--- src/rtl/cacheline_adaptor.sv ---
// cacheline_adaptor: turns held whole-line read/write requests into 4-beat 64-bit memory bursts
// and reassembles read beats into a line buffer that persists until the next read.
module cacheline_adaptor #(
    parameter int s_offset = 5,
    parameter int s_line   = 256,
    parameter int s_beat   = 64
) (
    input  logic              clk,
    input  logic              rst,
    input  logic              line_read,
    input  logic              line_write,
    input  logic [31:0]       line_address,
    input  logic [s_line-1:0] line_wdata,
    output logic              line_resp,
    output logic [s_line-1:0] line_rdata,
    output logic              mem_read,
    output logic              mem_write,
    output logic [31:0]       mem_address,
    output logic [s_beat-1:0] mem_wdata,
    input  logic              mem_resp,
    input  logic [s_beat-1:0] mem_rdata
);
    localparam int n_beats = s_line / s_beat;
    localparam int cw = $clog2(n_beats);
    localparam logic [31:0] addr_mask = ~((32'd1 << s_offset) - 32'd1);

    typedef enum logic [1:0] {IDLE, READ, WRITE, DONE} state_t;

    state_t            r_state;
    logic [cw-1:0]     r_cnt;
    logic [31:0]       r_addr;
    logic [s_line-1:0] r_rbuf;
    logic [s_line-1:0] r_wbuf;
    logic              w_last;

    assign w_last = r_cnt == cw'(n_beats - 1);

    always_ff @(posedge clk) begin
        if (rst) begin
            r_state <= IDLE;
            r_cnt   <= '0;
            r_addr  <= '0;
            r_rbuf  <= '0;
            r_wbuf  <= '0;
        end else begin
            case (r_state)
                IDLE: begin
                    if (line_write || line_read) begin
                        r_addr <= line_address & addr_mask;
                        r_cnt  <= '0;
                    end
                    // write takes priority if both requests are raised together
                    if (line_write) begin
                        r_wbuf  <= line_wdata;
                        r_state <= WRITE;
                    end else if (line_read) begin
                        r_state <= READ;
                    end
                end
                READ: if (mem_resp) begin
                    r_rbuf[int'(r_cnt)*s_beat +: s_beat] <= mem_rdata;
                    r_cnt <= r_cnt + 1'b1;
                    if (w_last) r_state <= DONE;
                end
                WRITE: if (mem_resp) begin
                    r_cnt <= r_cnt + 1'b1;
                    if (w_last) r_state <= DONE;
                end
                default: r_state <= IDLE;
            endcase
        end
    end

    assign mem_read    = r_state == READ;
    assign mem_write   = r_state == WRITE;
    assign line_resp   = r_state == DONE;
    assign line_rdata  = r_rbuf;
    assign mem_address = (mem_read || mem_write) ? r_addr : '0;
    assign mem_wdata   = mem_write ? r_wbuf[int'(r_cnt)*s_beat +: s_beat] : '0;
endmodule

--- config.mk ---
export PLATFORM = sky130hd
export DESIGN_NAME = cacheline_adaptor
export DESIGN_NICKNAME = d
export VERILOG_FILES = /design/src/rtl/cacheline_adaptor.sv
export SDC_FILE = /design/constraint.sdc
export NUM_CORES = 1
export LEC_CHECK = 0
export BUFFER_PORTS_ARGS = -buffer_cell sky130_fd_sc_hd__buf_2
export CAP_MARGIN = 20
export CORE_AREA = 2 2 279 281
export DETAILED_ROUTE_END_ITERATION = 12
export DIE_AREA = 0 0 281 283
export GPL_ROUTABILITY_DRIVEN = 0
export REMOVE_ABC_BUFFERS = 1
export SETUP_SLACK_MARGIN = 0.4
export SLEW_MARGIN = 30
export SYNTH_ARGS = -nofsm -noshare
export SYNTH_HDL_FRONTEND = slang
export SYNTH_SLANG_ARGS = --single-unit
--- constraint.sdc ---
create_clock -name clk -period 6.3 [get_ports clk]
set_input_delay 0.945 -clock clk [delete_from_list [all_inputs] [get_ports clk]]
set_output_delay 0.945 -clock clk [all_outputs]
set_load 0.005 [all_outputs]
# Word level (Yosys, flattened, before mapping)

Cells that the tools add are included.

Flip-flop bits (word level): 543
Logic and storage cells: 39
Output and inout port bits: 355
Bits of input ports: 357

$add $sub $neg: 2
Reduce and logical (&&, ||, !) cells: 10
Shifts and indexed selects: 3
Equal/unequal tests: 8
Multiplexer cells: 11

Operators by type and width:

| kind                                                    | count |
|---|---|
| bitwise mux 256 bit                                     | 1 |
| variable shift 64 x 33 -> 256 bit, first input constant | 1 |
| indexed part select 256 x 9 -> 64 bit                   | 1 |
| indexed part select 64 x 33 -> 256 bit                  | 1 |
| 2-to-1 mux 64 bit                                       | 1 |
| negation 8 -> 33 bit                                    | 1 |
| 2-to-1 mux 32 bit                                       | 1 |
| 2-to-1 mux 2 bit                                        | 6 |
| one-hot mux 2 bit (2 select lines)                      | 2 |
| equality test 2 bit, second input constant              | 3 |
| AND reduction 2 bit                                     | 3 |
| AND reduction 3 bit                                     | 2 |
| != test 2 x 1 -> 1 bit, second input constant           | 2 |
| != test 3 bit, second input constant                    | 1 |
| adder 2 x 1 -> 2 bit, second input constant             | 1 |
| equality test 2 x 1 -> 1 bit, second input constant     | 1 |
| logical NOT 2 bit                                       | 1 |
| logical OR 1 bit                                        | 2 |
| != test 2 bit, second input constant                    | 1 |
| nonzero test 2 bit                                      | 1 |
| OR reduction 2 bit                                      | 1 |

# Depth between registers and ports, before layout

Word-level depth: 4
Mapped depth: 10
Depth with buffers taken out: 5

# Worst setup path before layout

No wires, ideal clock.

Path kind: register to output
Start: reg r_cnt[0]
End: out mem_wdata[36]
Data required time: 5.355 ns
Setup slack: 3.742 ns
Path buffers: 3
Arrival: 1.613 ns
Stages on the path, launching flop included: 6
Cells stage by stage: dfxtp_1 buf_2 buf_4 buf_4 mux4_2 and2_1

Longest elaborated chain between the ends: 2

Ends and longest elaborated chain:

| item                                  | RTL line | source |
|---|---|---|
| start, declared                       | 30       | `logic [cw-1:0] r_cnt;` |
| start signal, assigned                | 62       | `r_cnt <= r_cnt + 1'b1;` |
| start signal, assigned                | 66       | `r_cnt <= r_cnt + 1'b1;` |
| indexed part select 256 x 9 -> 64 bit | 79       | `assign mem_wdata = mem_write ? r_wbuf[int'(r_cnt)*s_beat +: s_beat] : '0;` |
| 2-to-1 mux 64 bit                     | 79       |  |
| end, declared                         | 19       | `output logic [s_beat-1:0] mem_wdata,` |

Every way passes these cells.

# Worst setup path after layout

Start: reg r_cnt[1]
End: out mem_wdata[20]

The elaborated chain is that of the path after synthesis.

==> flow_metrics.env <==
export IMPL_timing_rr_start="r_cnt[0]"
export IMPL_synth_seq_cells=543
export IMPL_finalHoldViolations=0
export IMPL_pwr_share_clk_pct=35.8
export IMPL_die_y_um=283
export IMPL_yosysTopAreaCellShare_pct=52.7
export IMPL_dieArea_sq_um=79500
export IMPL_initial_utilization_pct=26.9
export IMPL_grt_max_degree=169
export IMPL_holdPathEnd="r_addr[15]"
export IMPL_fin_nets=3140
export IMPL_htree_levels=2
export IMPL_leakagePower_nw=11.4
export IMPL_finalCoreUtilization_pct=34.9
export IMPL_setup_viol=0
export IMPL_ys_seq_area_share_pct=52.7
export IMPL_antenna_found_initial=22
export IMPL_core_area_sq_um=76700
export IMPL_p_int_w=0.00665
export IMPL_ios=712
export IMPL_cts_sinks=543
export IMPL_crit_slowest_cell="buf_4"
export IMPL_synth_top_area_cell="dfxtp_1"
export IMPL_grt_use_total_pct=16.7
export IMPL_period_minus_slack_ns=3.71
export IMPL_cts_setup_buffers=0
export IMPL_clk_latency_ns=0.60
export IMPL_post_cts_resized=0
export IMPL_fmax_ghz=0.270
export IMPL_synthFlopType="dfxtp_1"
export IMPL_crit_fanout=43
export IMPL_portBuffers=701
export IMPL_worstSetupPathType="flop to primary output"
export IMPL_yosysWarnings=0
export IMPL_critPathMaxStageDelay_ns=0.63
export IMPL_syn_avg_cell_area_sq_um=9.44
export IMPL_status="finished clean"
export IMPL_relSlewSlack_pct=34.4
export IMPL_synthArstFlopShare_pct=0
export IMPL_cp_end_kind="primary output"
export IMPL_grt_ovfl_total=0
export IMPL_viasPerCell=4.66
export IMPL_totalWireLength_um=70500
export IMPL_period_share_pct=58.9
export IMPL_power_frac_seq_pct=41.2
export IMPL_cts_root_buffer="clkbuf_16"
export IMPL_drc=0
export IMPL_skew_ns=0.0163
export IMPL_rsz0062_at_grt="no"
export IMPL_syn2layout_area_growth_pct=30.0
export IMPL_synth_edf_count=0
export IMPL_worst_ep_arrival_time_ns=2.77
export IMPL_path_cells="buf_4, mux4_2, and2_1, buf_2"
export IMPL_path_delay_family="buffers and inverters"
export IMPL_slew_violations=0
export IMPL_maxCapViolations=0
export IMPL_hold_class="flop to flop"
export IMPL_via_count=18000
export IMPL_power_density_nw_per_um2=360
export IMPL_ys_types=40
export IMPL_dpl_hpwl_um=46600
export IMPL_firstDrtPassIters=4
export IMPL_r2r_slack_ns=3.31
export IMPL_wl_per_cell_um=18.2
export IMPL_cts_tree="built"
export IMPL_p_sw_share_pct=31.0
export IMPL_ff2ff_path_depth=8
export IMPL_grt_pass1_wl_um=105000
export IMPL_layout_commonest_cell="buf_2"
export IMPL_tightest_slew_ns=0.984
export IMPL_final_cell_mix="buf_2 (700), nand2_1 (632), dfxtp_1 (541)"
export IMPL_hold_path_depth=2
export IMPL_hold_start="r_addr[15]"
export IMPL_reg2reg_to="line_rdata[9]"
export IMPL_path_buf_inv=2
export IMPL_dr_first_iter_drc_count=1043
export IMPL_cp_start_kind="flop"
export IMPL_synthCells=2185
export IMPL_synthTopCellsByArea="dfxtp_1 (53%), nand2_1 (12%), mux4_2 (7.0%)"
export IMPL_clk_pin_slew_ns=0.06
export IMPL_p_comb_share_pct=23.0
export IMPL_grt_pass1_vias=17600
export IMPL_ir_drop_v=0.000219
export IMPL_hold_buffers=0
export IMPL_fp_row_count=102
export IMPL_p_sw_w=0.00299
export IMPL_cts_buffer_depth=3
export IMPL_cts_buffers=58
export IMPL_critical_path_required_ns=5.35
export IMPL_drive_above_1_share_pct=31.9
export IMPL_ant_nets=0
export IMPL_synth_area_sq_um=20600
export IMPL_die_w_um=281
export IMPL_fin_setup_tns_ns=0
[kinds of logic (layout without fill, tap and decap cells)]
family / after synthesis / after routing / share of synthesized area, %
simple gates: 748 / 748 / 15.4
compound gates: 552 / 552 / 18.6
flops: 543 / 543 / 52.7
buf+inv: 267 / 893 / 5.67
mux: 64 / 64 / 6.99
fa+ha+maj: 10 / 10 / 0.607
other cells: 1 / 19 / 0.0182
[per-stage QoR]
step | cells | hold slack (ns) | worst slack (ns) | total power, W | instance area (sq um)
floorplan | 1991 | 0.426 | 0.201 | 0.00552 | 19700
global placement | 3753 | 0.438 | 3.20 | 0.00626 | 24800
detailed placement | 3753 | 0.442 | 3.19 | 0.00629 | 24800
CTS | 3855 | 0.450 | 2.52 | 0.00976 | 26800
global route | 3863 | 0.466 | 2.49 | 0.0102 | 26800
finish | 3869 | 0.450 | 2.59 | 0.00964 | 26800
[Yosys cell counts (10+ instances only)]
cell / n
nand2_1: 633
a21oi_1: 284
a32o_1: 64
ha_1: 10
o32ai_1: 64
buf_4: 11
clkbuf_1: 116
buf_2: 46
and2_1: 93
buf_1: 16
mux4_2: 64
inv_1: 69
a22o_1: 128
dfxtp_1: 543
[routing by layer]
metal / wire, um / GRT usage, % / vias up
li1: - / - / 8743
met1: 28800 / 20.1 / 8552
met2: 32700 / 27.5 / 610
met3: 6730 / 5.62 / 124
met4: 2220 / 6.15 / 8
met5: 51 / 0 / -
[flip-flops by register name, summed over array words and instances (netlist names)]
name and flops:
line_rdata 256, r_addr 27, r_cnt 2, r_state 2
r_wbuf 256
[final cells by class]
class,count,area [sq um]
diodes,14,35.0
clock buffers,86,1720
clock inverters,16,208
fillers,7917,49900
inverters,69,259
multi-input cells,1379,8670
flip-flops and latches,543,10900
well taps,1040,1300
repair buffers,722,3730
[how the worst max path moves through the flow]
stage	startpoint	to	slack (ns)	depth (start not counted)
after floorplan	r_cnt[0]	line_rdata[100]	0.20	5
after global placement	r_cnt[1]	mem_wdata[20]	3.20	4
after detailed placement	rst	r_wbuf[103]	3.19	4
after CTS	r_cnt[1]	mem_wdata[43]	2.52	4
after global routing	r_cnt[1]	mem_wdata[20]	2.49	4
final	r_cnt[1]	mem_wdata[20]	2.59	4
[worst min-delay path, stage by stage, from the launching register on]
cell and delay (ns):
dfxtp_1 0.30, nand2_1 0.05, a21oi_1 0.05
[power by group through the flow]
stage	Combinational (W)	Clock, W	Sequential [W]
global placement	0.00223	0	0.00403
detailed placement	0.00224	0	0.00404
global route	0.00246	0.00369	0.00401
finish	0.00221	0.00345	0.00397
floorplan	0.00144	0	0.00408
CTS	0.00225	0.00355	0.00397
Note: power is estimated with default switching activity, not from simulation.
